==> config.mk <==
export PLATFORM = sky130hd
export DESIGN_NAME = lcd_cmd_sequencer
export DESIGN_NICKNAME = d
export VERILOG_FILES = /design/src/rtl/lcd_cmd_sequencer.sv
export SDC_FILE = /design/constraint.sdc
export NUM_CORES = 1
export LEC_CHECK = 0
export BUFFER_PORTS_ARGS = -buffer_cell sky130_fd_sc_hd__buf_4
export CAP_MARGIN = 20
export CORE_MARGIN = 2
export CORE_UTILIZATION = 55
export CTS_CLUSTER_SIZE = 14
export DETAILED_ROUTE_END_ITERATION = 16
export GPL_TIMING_DRIVEN = 0
export PLACE_DENSITY = 0.85
export SYNTH_ARGS = -nofsm -noshare
export SYNTH_HDL_FRONTEND = slang
export SYNTH_SLANG_ARGS = --single-unit
==> constraint.sdc <==
create_clock -name clk -period 3.2 [get_ports clk]
set_input_delay 0.64 -clock clk [delete_from_list [all_inputs] [get_ports clk]]
set_output_delay 0.64 -clock clk [all_outputs]
set_load 0.01 [all_outputs]
==> src/rtl/lcd_cmd_sequencer.sv <==
// Host command FIFO feeding the LCD controller: drops illegal codes, issues one command
// at a time on cmd/cmd_valid, paced by busy (after a guard gap) and by done after a WRITE.
module lcd_cmd_sequencer #(
   parameter int DEPTH = 16,
   parameter int GAP   = 2
) (
   input  logic                   clk,
   input  logic                   reset,
   input  logic [3:0]             host_cmd,
   input  logic                   host_push,
   output logic                   host_full,
   output logic [$clog2(DEPTH):0] fifo_count,
   output logic [3:0]             cmd,
   output logic                   cmd_valid,
   input  logic                   busy,
   input  logic                   done,
   output logic [7:0]             issued_cnt,
   output logic [3:0]             drop_cnt,
   output logic                   write_done,
   output logic                   seq_idle
);
   localparam int AW = $clog2(DEPTH);
   localparam int GW = $clog2(GAP + 1);

   typedef enum logic [2:0] {IDLE, ISSUE, HOLD, WAITB, WAITD} state_t;
   state_t state, state_nxt;

   logic [3:0]    mem [DEPTH];
   logic [AW-1:0] rd_ptr, wr_ptr;
   logic [AW:0]   count;
   logic [GW-1:0] gap_cnt;
   logic [3:0]    head;
   logic          empty, push_ok, pop, head_legal, drop_inc;

   assign empty      = (count == '0);
   assign host_full  = (count == (AW+1)'(DEPTH));
   assign fifo_count = count;
   assign push_ok    = host_push && !host_full;
   assign head       = mem[rd_ptr];
   assign head_legal = (head < 4'd12);
   assign cmd_valid  = (state == ISSUE);
   assign seq_idle   = (state == IDLE) && empty;

   always_comb begin
      state_nxt = state;
      pop       = 1'b0;
      drop_inc  = 1'b0;
      case (state)
         IDLE: begin
            if (!empty && !busy) begin
               pop = 1'b1;
               if (head_legal) state_nxt = ISSUE;
               else            drop_inc  = 1'b1;
            end
         end
         ISSUE: state_nxt = HOLD;
         // busy is not trusted until the controller has had GAP cycles to raise it
         HOLD: begin
            if (gap_cnt == GW'(1)) state_nxt = WAITB;
         end
         WAITB: begin
            if (!busy) state_nxt = (cmd == 4'd0) ? WAITD : IDLE;
         end
         WAITD: begin
            if (done) state_nxt = IDLE;
         end
         default: state_nxt = IDLE;
      endcase
   end

   always_ff @(posedge clk or posedge reset) begin
      if (reset) state <= IDLE;
      else       state <= state_nxt;
   end

   always_ff @(posedge clk) begin
      if (push_ok) mem[wr_ptr] <= host_cmd;
   end

   always_ff @(posedge clk or posedge reset) begin
      if (reset) begin
         rd_ptr <= '0;
         wr_ptr <= '0;
         count  <= '0;
      end else begin
         if (push_ok) wr_ptr <= wr_ptr + AW'(1);
         if (pop)     rd_ptr <= rd_ptr + AW'(1);
         if (push_ok && !pop)      count <= count + (AW+1)'(1);
         else if (!push_ok && pop) count <= count - (AW+1)'(1);
      end
   end

   always_ff @(posedge clk or posedge reset) begin
      if (reset) begin
         cmd        <= 4'd0;
         issued_cnt <= 8'd0;
         drop_cnt   <= 4'd0;
         gap_cnt    <= '0;
         write_done <= 1'b0;
      end else begin
         write_done <= (state == WAITD) && done;
         if (pop && head_legal) cmd <= head;
         if (state == ISSUE) begin
            issued_cnt <= issued_cnt + 8'd1;
            gap_cnt    <= GW'(GAP);
         end else if (state == HOLD) begin
            gap_cnt <= gap_cnt - GW'(1);
         end
         if (drop_inc && drop_cnt != 4'hF) drop_cnt <= drop_cnt + 4'd1;
      end
   end

endmodule

==> parameters.txt, run 1 <==
Parameter                              Value

GRT
  Number of antenna violations at the first check in global routing ... 0
  Total congestion overflow after global routing ... 0
  Vias in the first global route ... 2501
  Global-route wire length before repair ... 12600 um
  GR Util All Layers ... 0.201
  Maximum number of pins on one net before global-route repair ... 23

Final layout
  Final layout net count ... 340
  Reg area ... 2800 um2
  Number of fillers in the final layout ... 491
  Fraction of final layout cells with drive strength greater than 1 ... 0.263
  Area growth from synthesis to final layout ... 15.3%
  Ant. Diodes ... 0
  Footprint of the multi-input gates ... approximately 1400 um2
  Final design utilization ... 0.665

Floorplanning
  Initial core utilization ... 0.576
  Site Rows ... 31
  Die Wd ... ~90 um
  Ports ... 34
  Total die area ... roughly 8400 um2
  Y dimension of the die ... about 92 um
  Area inside the core boundary ... 7330 um2

Synth
  Cell type contributing the most total cell area after synthesis ... sky130_fd_sc_hd__edfxtp_1
  Library cells used by synthesis ... 40
  Warnings, synthesis ... 0
  Commonest cells in the synthesized netlist ... sky130_fd_sc_hd__edfxtp_1 (64), sky130_fd_sc_hd__dfrtp_1 (35), sky130_fd_sc_hd__nor2_1 (22)
  Synth async-reset ratio ... 0.354
  Proportion of netlist area held by the largest area contributor ... 0.455
  Post-synthesis net count ... between 200 and 300
  Synth top area cells ... sky130_fd_sc_hd__edfxtp_1 (45%), sky130_fd_sc_hd__dfrtp_1 (21%), sky130_fd_sc_hd__mux4_2 (9.6%)
  Most common cell in the synthesized netlist ... sky130_fd_sc_hd__edfxtp_1
  Register area share after synthesis ... 0.662
  Number of enable flip-flop cells after synthesis ... 64
  Primary FF master, synth ... sky130_fd_sc_hd__edfxtp_1
  Synthesized instance count ... 273
  Mapped Avg Cell Area ... 15.5 um2
  Number of storage elements in the synthesis netlist ... 99
  Area of the mapped netlist ... 4230 um2

Worst setup path
  Critical-path top delay cell ... sky130_fd_sc_hd__dfrtp_1
  Flop-to-flop setup slack ... between 200 and 250 ps
  Crit path buf inv count ... 2
  Worst Path Required ... 3460 ps
  Top fanout value on the critical path ... 8
  Largest delay contributor family on the critical path ... simple AND/OR/NAND/NOR gates
  Data arrival time at the worst-slack endpoint ... roughly 3300 ps
  Slowest cell delay on critical path ... 450 ps
  Cell chain of the critical path ... nor4_4 > nor2b_2 > nor3_1 > and2_2 > inv_4 > ha_1 > inv_1 > fa_1 > a21o_1 > a21oi_1 > xnor2_1 > nor2_1 > xor2_1
  Setup CP Type ... flip-flop to flip-flop
  Category of the worst setup path launch point ... flip-flop
  Worst setup EP type ... flip-flop

Routing
  Vias per cell ... 5.65
  Initial DRC count ... around 160
  Via count of the routed design ... roughly 2400
  Antenna-violating nets left ... 0
  1st-pass router iterations ... 4
  Drt total wl ... approximately 7600 um
  DRC violations left ... 0
  WL per Instance ... 18.1 um

Clocking
  Register clock-pin slew on the reported worst setup and hold paths ... 100 ps
  Cell chosen for the clock root ... sky130_fd_sc_hd__clkbuf_8
  Clock tree from TritonCTS ... yes
  H-tree depth ... 3
  Number of buffers on the longest clock path ... 2
  Number of buffers inserted by hold repair at cts ... 0
  Number of buffers added by the clock tree synthesis step ... 9
  Clock latency of the later-clocked register in the worst-skew pair ... 370 ps
  Number of clock sinks seen by CTS ... 99

STA
  Slew Limit Fails ... 0
  Hold Vio Cnt, Final ... 0
  Post-route clock skew ... about 12 ps
  Slew at the pin closest to its max-slew limit ... 720 ps
  Worst setup margin ... between 200 and 250 ps
  Crit share post-route ... 0.935
  Worst relative slew slack ... 0.516
  Max Freq ... around 0.33 GHz
  Shortest clock period the worst path allows after layout ... about 3000 ps
  Total negative slack ... 0 ps
  Setup-violating endpoint count in the final report ... 0

Pwr
  Maximum ir drop on the vdd rail ... roughly 0.0004 V
  Leakage ... 1.87 nW
  Power Dens Cells ... between 800 and 900 nW/um2

Placement
  Gp weighted congestion ... ~0.8
  Pre-CTS setup slack ... -81.0 ps
  Number of buffer cells added on primary ports ... 33
  HPWL after detailed placement ... 5510 um

Worst hold path
  Worst min-delay path class ... input port to async pin

Status
  Status ... finished clean

Flow run
  Number of max-capacitance violations reported ... 0
flip-flops by register name, indices dropped and copies added, names as in the netlist:
| signal | cells |
|---|---|
| mem | 64 |
| issued_cnt | 8 |
| fifo_count | 5 |
| cmd | 4 |
| drop_cnt | 4 |
| rd_ptr | 4 |
| wr_ptr | 4 |
| state | 3 |
| gap_cnt | 2 |
| write_done | 1 |
final timing paths:
kind | to | cells past startpoint | start
max reg2reg | fifo_count[4] | 13 | fifo_count[2]
min | issued_cnt[1] | 2 | reset
min in group clk | state[2] | 2 | done
max | fifo_count[4] | 13 | fifo_count[2]
min reg2reg | issued_cnt[7] | 1 | issued_cnt[7]
max in group asynchronous | rd_ptr[2] | 3 | reset
report_power, final:
group / total [W] / internal, W / switching (W)
Sequential: 0.00184 / 0.00163 / 0.000209
Clock: 0.000879 / 0.000447 / 0.000432
Combinational: 0.00163 / 0.000791 / 0.000840
worst reg2reg max path, stage by stage (launching register included):
cell	delay [ps]
sky130_fd_sc_hd__dfrtp_1	450
sky130_fd_sc_hd__nor4_4	330
sky130_fd_sc_hd__nor2b_2	210
sky130_fd_sc_hd__nor3_1	70
sky130_fd_sc_hd__and2_2	270
sky130_fd_sc_hd__inv_4	120
sky130_fd_sc_hd__ha_1	200
sky130_fd_sc_hd__inv_1	120
sky130_fd_sc_hd__fa_1	420
sky130_fd_sc_hd__a21o_1	200
sky130_fd_sc_hd__a21oi_1	160
sky130_fd_sc_hd__xnor2_1	140
sky130_fd_sc_hd__nor2_1	70
sky130_fd_sc_hd__xor2_1	150
kinds of logic after synthesis:
family                     after synthesis  synth area share
DFF                                     99             0.662
muxes                                   24             0.113
adders and majority gates               13            0.0403
and+or+nand+nor                         77            0.0900
AOI/OAI and AO/OA                       19            0.0302
buffers and inverters                   20            0.0213
xor gates and xnor gates                21            0.0435
cell usage in the layout (no fill, tap or decap), types with 2 or more instances in the layout:
| cell | count |
|---|---|
| sky130_fd_sc_hd__nand4_1 | 5 |
| sky130_fd_sc_hd__a21oi_1 | 5 |
| sky130_fd_sc_hd__buf_6 | 2 |
| sky130_fd_sc_hd__and3_1 | 2 |
| sky130_fd_sc_hd__edfxtp_1 | 64 |
| sky130_fd_sc_hd__nand2_1 | 18 |
| sky130_fd_sc_hd__o22ai_1 | 3 |
| sky130_fd_sc_hd__o21ai_0 | 3 |
| sky130_fd_sc_hd__o22a_1 | 2 |
| sky130_fd_sc_hd__nor2b_1 | 3 |
| sky130_fd_sc_hd__nor3_1 | 7 |
| sky130_fd_sc_hd__xnor2_1 | 15 |
| sky130_fd_sc_hd__ha_1 | 12 |
| sky130_fd_sc_hd__dfrtp_1 | 34 |
| sky130_fd_sc_hd__buf_4 | 34 |
| sky130_fd_sc_hd__mux2_2 | 4 |
| sky130_fd_sc_hd__buf_1 | 3 |
| sky130_fd_sc_hd__mux4_2 | 18 |
| sky130_fd_sc_hd__inv_6 | 3 |
| sky130_fd_sc_hd__xor2_1 | 6 |
| sky130_fd_sc_hd__clkbuf_8 | 9 |
| sky130_fd_sc_hd__a21o_1 | 2 |
| sky130_fd_sc_hd__nand3_1 | 6 |
| sky130_fd_sc_hd__nor2_1 | 22 |
| sky130_fd_sc_hd__inv_1 | 8 |
| sky130_fd_sc_hd__clkbuf_1 | 5 |
| sky130_fd_sc_hd__bufinv_16 | 2 |
| sky130_fd_sc_hd__nand2b_1 | 4 |
area by class of cell:
class,instances,area share
flip-flops and latches,99,0.574
multi-input cells,154,0.278
repair buffers,35,0.0580
clock buffers,9,0.0254
well taps,99,0.0254
clock inverters,7,0.0203
plain buffers,10,0.0108
inverters,9,0.00745
repair_timing:
action | 4_1_cts | 5_1_grt
setup buffers | 0 | 1
gates resized for setup | 2 | 5
setup endpoints to repair | 1 | 2
pin swaps | 0 | 1
cloned | 0 | 0
through the flow:
stage	area (um2)	instances	hold WS (ps)	total power (W)
CTS	4850	422	326	0.00435
global route	4870	422	366	0.00462
detailed placement	4620	406	488	0.00346
finish	4870	422	326	0.00435
floorplan	4230	273	508	0.00294
global placement	4600	405	463	0.00336
per-layer routing:
metal | wire length [um] | vias to the layer above | global-route usage
li1 | - | 1096 | -
met1 | 3010 | 1202 | 0.241
met2 | 4070 | 75 | 0.344
met3 | 408 | 13 | 0.0460
met4 | 162 | 0 | 0.0922
met5 | 0 | - | 0
Power figures use the tool's default switching activity.
==> inputs of run 2 (changes only) <==
Settings changed: CORE_UTILIZATION 55 to 45, PLACE_DENSITY 0.85 to 0.76.
Clock period 3.2 ns to 2.5 ns, I/O delays scaled along.
==> parameters.txt, run 2 (synthesis gave the netlist of run 1 again) <==
Parameter                              Value

Final layout
  Ant. Diodes ... 0 (unchanged)
  Reg area ... 2800 um2 (about the same)
  Fraction of final layout cells with drive strength greater than 1 ... 0.306 (was 0.263)
  Final cell count without fillers ... 438 (was 422)
  Commonest cells after routing, fill and taps aside ... sky130_fd_sc_hd__edfxtp_1 (64), sky130_fd_sc_hd__buf_4 (39), sky130_fd_sc_hd__dfrtp_1 (33) (was sky130_fd_sc_hd__edfxtp_1 (64), sky130_fd_sc_hd__dfrtp_1 (34), sky130_fd_sc_hd__buf_4 (34))
  Area growth from synthesis to final layout ... 18.5% (was 15.3%)
  Most frequent standard cell in the layout excluding fill and tap cells ... sky130_fd_sc_hd__edfxtp_1 (unchanged)
  Max reg flops ... 64 (unchanged)
  Largest register by flop count ... mem (unchanged)
  Number of fillers in the final layout ... 736 (was 491)
  Final layout net count ... 344 (was 340)
  Footprint of the multi-input gates ... 1410 um2 (was 1360 um2)

Worst setup path
  Cell chain of the critical path ... nor4_4 > nor2b_4 > nor3_4 > and2_4 > clkinv_8 > ha_4 > inv_4 > fa_2 > a21o_1 > a21oi_2 > xnor2_1 > nor2_1 > xor2_1 (was nor4_4 > nor2b_2 > nor3_1 > and2_2 > inv_4 > ha_1 > inv_1 > fa_1 > a21o_1 > a21oi_1 > xnor2_1 > nor2_1 > xor2_1)
  Crit path buf inv count ... 2 (unchanged)
  Worst Path Required ... 2750 ps (was 3460 ps)
  Register-to-Register Path Depth ... 13 (unchanged)
  Slowest cell delay on critical path ... 440 ps (was 450 ps)
  Data arrival time at the worst-slack endpoint ... 2800 ps (was 3250 ps)
  Category of the worst setup path launch point ... flip-flop (unchanged)
  Critical-path top delay cell ... sky130_fd_sc_hd__dfrtp_2 (was sky130_fd_sc_hd__dfrtp_1)
  Largest delay contributor family on the critical path ... simple AND/OR/NAND/NOR gates (unchanged)
  Top fanout value on the critical path ... 4 (was 8)
  Worst setup EP type ... flip-flop (unchanged)
  Flop-to-flop setup slack ... -50 ps (was 210 ps)
  Worst reg2reg path endpoint ... fifo_count[4] (unchanged)
  Setup CP Type ... flip-flop to flip-flop (unchanged)
  Reg2Reg Launch Point ... fifo_count[1] (was fifo_count[2])
  Critical Path Stages ... 13 (unchanged)

STA
  Post-route clock skew ... 11.9 ps (was 12.1 ps)
  Max Freq ... 0.393 GHz (was 0.334 GHz)
  Worst relative slew slack ... 0.424 (was 0.516)
  Worst setup margin ... -45.6 ps (was 209 ps)
  Total negative slack ... -45.6 ps (was 0 ps)
  Unrepaired setup endpoints after global routing ... true
  Crit share post-route ... 1.02 (was 0.935)
  Shortest clock period the worst path allows after layout ... 2550 ps (was 2990 ps)
  Hold Vio Cnt, Final ... 0 (unchanged)
  Slew at the pin closest to its max-slew limit ... 858 ps (was 720 ps)
  Slew Limit Fails ... 0 (unchanged)
  Setup-violating endpoint count in the final report ... 1 (was 0)

Clocking
  Clock tree from TritonCTS ... yes (unchanged)
  H-tree depth ... 3 (unchanged)
  Number of clock sinks seen by CTS ... 99 (unchanged)
  Number of buffers on the longest clock path ... 2 (unchanged)
  Register clock-pin slew on the reported worst setup and hold paths ... 100 ps (about the same)
  Number of buffers added by the clock tree synthesis step ... 9 (unchanged)
  Cell chosen for the clock root ... sky130_fd_sc_hd__clkbuf_8 (unchanged)
  Number of buffers inserted by hold repair at cts ... 0 (unchanged)
  Clock latency of the later-clocked register in the worst-skew pair ... 360 ps (was 370 ps)

Routing
  1st-pass router iterations ... 5 (was 4)
  DRC violations left ... 0 (unchanged)
  Initial DRC count ... 188 (was 162)
  Antenna-violating nets left ... 0 (unchanged)
  Vias per cell ... 5.44 (was 5.65)
  Drt total wl ... 7900 um (was 7650 um)
  Via count of the routed design ... 2384 (was 2386)
  WL per Instance ... 18.0 um (was 18.1 um)

Pwr
  Power Dens Cells ... 1150 nW/um2 (was 893 nW/um2)
  Maximum ir drop on the vdd rail ... 0.000519 V (was 0.000401 V)
  Leakage ... 1.91 nW (was 1.87 nW)

Worst hold path
  Worst min-delay path class ... input port to async pin (unchanged)

Floorplanning
  Ports ... 34 (unchanged)
  Area inside the core boundary ... 9200 um2 (was 7330 um2)
  Y dimension of the die ... 101 um (was 91.7 um)
  Initial core utilization ... 0.459 (was 0.576)
  Total die area ... 10200 um2 (was 8400 um2)
  Die Wd ... 101 um (was 91.7 um)
  Site Rows ... 35 (was 31)

Placement
  Number of buffer cells added on primary ports ... 33 (unchanged)
  Gp weighted congestion ... 0.871 (was 0.783)
  Post-Place Cells ... 418 (was 406)
  HPWL after detailed placement ... 5360 um (was 5510 um)

Flow run
  Number of max-capacitance violations reported ... 0 (unchanged)

Status
  Status ... finished, violations left (was finished clean)
  Violated checks ... setup timing

GRT
  Global-route wire length before repair ... 12400 um (was 12600 um)
  GR Util All Layers ... 0.164 (was 0.201)
  Number of antenna violations at the first check in global routing ... 0 (unchanged)
  Total congestion overflow after global routing ... 0 (unchanged)
  Maximum number of pins on one net before global-route repair ... 23 (unchanged)
  Vias in the first global route ... 2445 (was 2501)
run 2: cell types whose count changed in the layout (fill, tap and decap cells not counted), moves of 2 or more:
cell | before | now
sky130_fd_sc_hd__a21oi_1 | 5 | 3
sky130_fd_sc_hd__buf_4 | 34 | 39
sky130_fd_sc_hd__a21oi_2 | 0 | 2
sky130_fd_sc_hd__inv_6 | 3 | 1
sky130_fd_sc_hd__ha_1 | 12 | 10
sky130_fd_sc_hd__ha_4 | 0 | 2
run 2: power by group:
part	switching (W)	internal [W]
Combinational	0.00107	0.00109
Clock	0.000546	0.000668
Sequential	0.000290	0.00209
Total	0.00191	0.00385
run 2: routing by layer:
metal	up-vias	GRT usage	wire length, um
met5	-	0	0
met4	0	0.0707	232
met3	16	0.0458	289
met2	51	0.258	3890
met1	1213	0.214	3490
li1	1104	-	-
run 2: cell type report:
type / instances / area share
clock inverter: 6 / 0.0225
clock buffer: 10 / 0.0255
timing repair buffer: 40 / 0.0640
sequential: 99 / 0.559
multi-input combinational: 154 / 0.281
tap: 111 / 0.0277
buffer: 9 / 0.0102
inverter: 9 / 0.00974
run 2: timing repair:
| action | CTS | global route |
|---|---|---|
| pin swaps | 6 | 6 |
| endpoints found under the setup margin | 16 | 4 |
| buffers inserted | 6 | 0 |
| cloned | 0 | 0 |
| resized for setup | 9 | 4 |
run 2: worst max-delay path by stage:
stage | startpoint | to | slack [ps]
3_3_place_gp | fifo_count[1] | fifo_count[4] | -280
4_1_cts | fifo_count[2] | fifo_count[4] | -170
5_1_grt | fifo_count[1] | fifo_count[4] | -170
3_5_place_dp | fifo_count[1] | fifo_count[4] | -330
2_1_floorplan | fifo_count[1] | fifo_count[4] | -70
6_report | fifo_count[1] | fifo_count[4] | -50
run 2: through the flow:
stage	cell area, um2	power (W)	util	setup WS (ps)	hold slack, ps
CTS	5000	0.00576	0.544	-169	217
global placement	4660	0.00437	0.507	-282	463
finish	5010	0.00575	0.545	-45.6	212
detailed placement	4690	0.00445	0.510	-327	473
global route	5010	0.00610	0.545	-175	240
floorplan	4270	0.00381	-	-66.6	508
==> inputs of run 3 (changes only) <==
Settings changed: CTS_BUF_LIST from default to sky130_fd_sc_hd__clkbuf_4 sky130_fd_sc_hd__clkbuf_8, SETUP_SLACK_MARGIN from default to 0.4.
==> parameters.txt, run 3 (synthesis gave the netlist of run 1 again) <==
Parameter                              Value

Final layout
  Fraction of final layout cells with drive strength greater than 1 ... 0.362 (was 0.306)
  Ant. Diodes ... 0 (unchanged)
  Number of fillers in the final layout ... 688 (was 736)
  Final cell count without fillers ... 451 (was 438)
  Footprint of the multi-input gates ... 1460 um2 (was 1410 um2)
  Max reg flops ... 64 (unchanged)
  Commonest cells after routing, fill and taps aside ... sky130_fd_sc_hd__edfxtp_1 (64), sky130_fd_sc_hd__buf_4 (49), sky130_fd_sc_hd__dfrtp_1 (33) (was sky130_fd_sc_hd__edfxtp_1 (64), sky130_fd_sc_hd__buf_4 (39), sky130_fd_sc_hd__dfrtp_1 (33))
  Final layout net count ... 357 (was 344)
  Area growth from synthesis to final layout ... 22.0% (was 18.5%)
  Reg area ... 2800 um2 (unchanged)
  Largest register by flop count ... mem (unchanged)
  Most frequent standard cell in the layout excluding fill and tap cells ... sky130_fd_sc_hd__edfxtp_1 (unchanged)

Routing
  Vias per cell ... 5.35 (was 5.44)
  Antenna-violating nets left ... 0 (unchanged)
  Initial DRC count ... 157 (was 188)
  1st-pass router iterations ... 4 (was 5)
  WL per Instance ... 17.3 um (was 18.0 um)
  Via count of the routed design ... 2411 (was 2384)
  Drt total wl ... 7800 um (was 7900 um)
  DRC violations left ... 0 (unchanged)

Worst setup path
  Top fanout value on the critical path ... 3 (was 4)
  Worst setup EP type ... flip-flop (unchanged)
  Worst Path Required ... 2750 ps (about the same)
  Flop-to-flop setup slack ... -190 ps (was -50 ps)
  Category of the worst setup path launch point ... flip-flop (unchanged)
  Setup CP Type ... flip-flop to flip-flop (unchanged)
  Data arrival time at the worst-slack endpoint ... 2940 ps (was 2800 ps)

Pwr
  Power Dens Cells ... 1140 nW/um2 (was 1150 nW/um2)
  Maximum ir drop on the vdd rail ... 0.000425 V (was 0.000519 V)
  Leakage ... 1.99 nW (was 1.91 nW)

GRT
  Number of antenna violations at the first check in global routing ... 0 (unchanged)
  Global-route wire length before repair ... 12500 um (was 12400 um)
  Total congestion overflow after global routing ... 0 (unchanged)
  GR Util All Layers ... 0.165 (was 0.164)
  Vias in the first global route ... 2423 (was 2445)
  Maximum number of pins on one net before global-route repair ... 26 (was 23)

Floorplanning
  Site Rows ... 35 (unchanged)
  Total die area ... 10200 um2 (unchanged)
  Y dimension of the die ... 101 um (unchanged)
  Area inside the core boundary ... 9200 um2 (unchanged)
  Ports ... 34 (unchanged)
  Die Wd ... 101 um (unchanged)
  Initial core utilization ... 0.459 (unchanged)

Worst hold path
  Worst min-delay path class ... input port to async pin (unchanged)

STA
  Hold Vio Cnt, Final ... 0 (unchanged)
  Setup-violating endpoint count in the final report ... 2 (was 1)
  Worst relative slew slack ... 0.526 (was 0.424)
  Slew at the pin closest to its max-slew limit ... 706 ps (was 858 ps)
  Post-route clock skew ... 15.5 ps (was 11.9 ps)
  Total negative slack ... -258 ps (was -45.6 ps)
  Crit share post-route ... 1.08 (was 1.02)
  Max Freq ... 0.372 GHz (was 0.393 GHz)
  Unrepaired setup endpoints after global routing ... true (unchanged)
  Shortest clock period the worst path allows after layout ... 2690 ps (was 2550 ps)
  Slew Limit Fails ... 0 (unchanged)
  Worst setup margin ... -191 ps (was -45.6 ps)

Placement
  Number of buffer cells added on primary ports ... 33 (unchanged)
  Post-Place Cells ... 418 (unchanged)
  Gp weighted congestion ... 0.810 (was 0.871)
  HPWL after detailed placement ... 5250 um (was 5360 um)

Status
  Status ... finished, violations left (unchanged)
  Violated checks ... setup timing (unchanged)

Clocking
  Number of buffers inserted by hold repair at cts ... 0 (unchanged)
  Number of buffers added by the clock tree synthesis step ... 9 (unchanged)
  Register clock-pin slew on the reported worst setup and hold paths ... 100 ps (about the same)
  Clock latency of the later-clocked register in the worst-skew pair ... 370 ps (was 360 ps)
  H-tree depth ... 3 (unchanged)
  Cell chosen for the clock root ... sky130_fd_sc_hd__clkbuf_8 (unchanged)
  Number of clock sinks seen by CTS ... 99 (unchanged)
  Clock tree from TritonCTS ... yes (unchanged)
  Number of buffers on the longest clock path ... 2 (unchanged)

Flow run
  Number of max-capacitance violations reported ... 0 (unchanged)
[run 3: changes by cell type in the layout (fill, tap and decap cells not counted), sizes merged]
cell    delta
buf       +12
bufinv     -3
clkinv     +1
inv        +3
[run 3: timing repair]
item / 4_1_cts / 5_1_grt
gates resized for setup: 21 / 10
pin swaps: 13 / 9
setup endpoints to repair: 29 / 21
buffers inserted: 13 / 4
cloned: 0 / 0
[run 3: layout make-up]
cell class	instances	share of cell area
clock inverters	7	0.0146
clock buffers	9	0.0240
multi-input cells	154	0.283
flip-flops and latches	99	0.543
well taps	111	0.0269
plain buffers	11	0.0170
inverters	9	0.00947
repair buffers	51	0.0813
[run 3: layer usage]
layer  vias up  GRT usage  wire [um]
met5         -          0          0
met4         0     0.0624         80
met3         6     0.0319        353
met2        63      0.267       4020
met1      1212      0.222       3340
li1       1130          -          -
[run 3: final timing paths]
path / start / to / cells after the start
worst max-delay path: fifo_count[1] / fifo_count[4] / 14
worst min-delay path: reset / fifo_count[2] / 2
worst max register to register: fifo_count[1] / fifo_count[4] / 14
worst min register to register: issued_cnt[7] / issued_cnt[7] / 1
max in group asynchronous: reset / cmd[3] / 3
min in group clk: done / state[2] / 2
[run 3: where the power goes]
part           internal (W)  total [W]  switching, W
registers           0.00209    0.00234      0.000250
logic               0.00132    0.00253       0.00121
clock network      0.000396    0.00101      0.000615
total               0.00381    0.00588       0.00207
[run 3: critical path, stage by stage (launching register included)]
cell and delay [ps]:
sky130_fd_sc_hd__dfrtp_2 440, sky130_fd_sc_hd__nor4_4 300, sky130_fd_sc_hd__nor2b_4 220, sky130_fd_sc_hd__nor3_2 60, sky130_fd_sc_hd__and2_4 170, sky130_fd_sc_hd__buf_8 120, sky130_fd_sc_hd__clkinv_8 40, sky130_fd_sc_hd__ha_4 130
sky130_fd_sc_hd__inv_4 50, sky130_fd_sc_hd__fa_2 340, sky130_fd_sc_hd__a21o_1 180, sky130_fd_sc_hd__a21oi_2 170, sky130_fd_sc_hd__xnor2_1 150, sky130_fd_sc_hd__nor2_1 70, sky130_fd_sc_hd__xor2_1 140
[run 3: per-stage QoR]
stage               cell area, um2  hold slack (ps)  worst slack (ps)   util  power, W
floorplan                     4280              508             -64.3      -   0.00381
global placement              4660              462              -281  0.507   0.00438
detailed placement            4690              469              -293  0.510   0.00446
CTS                           5080              169              -206  0.553   0.00578
global route                  5150              193              -326  0.560   0.00624
finish                        5150              166              -191  0.560   0.00588
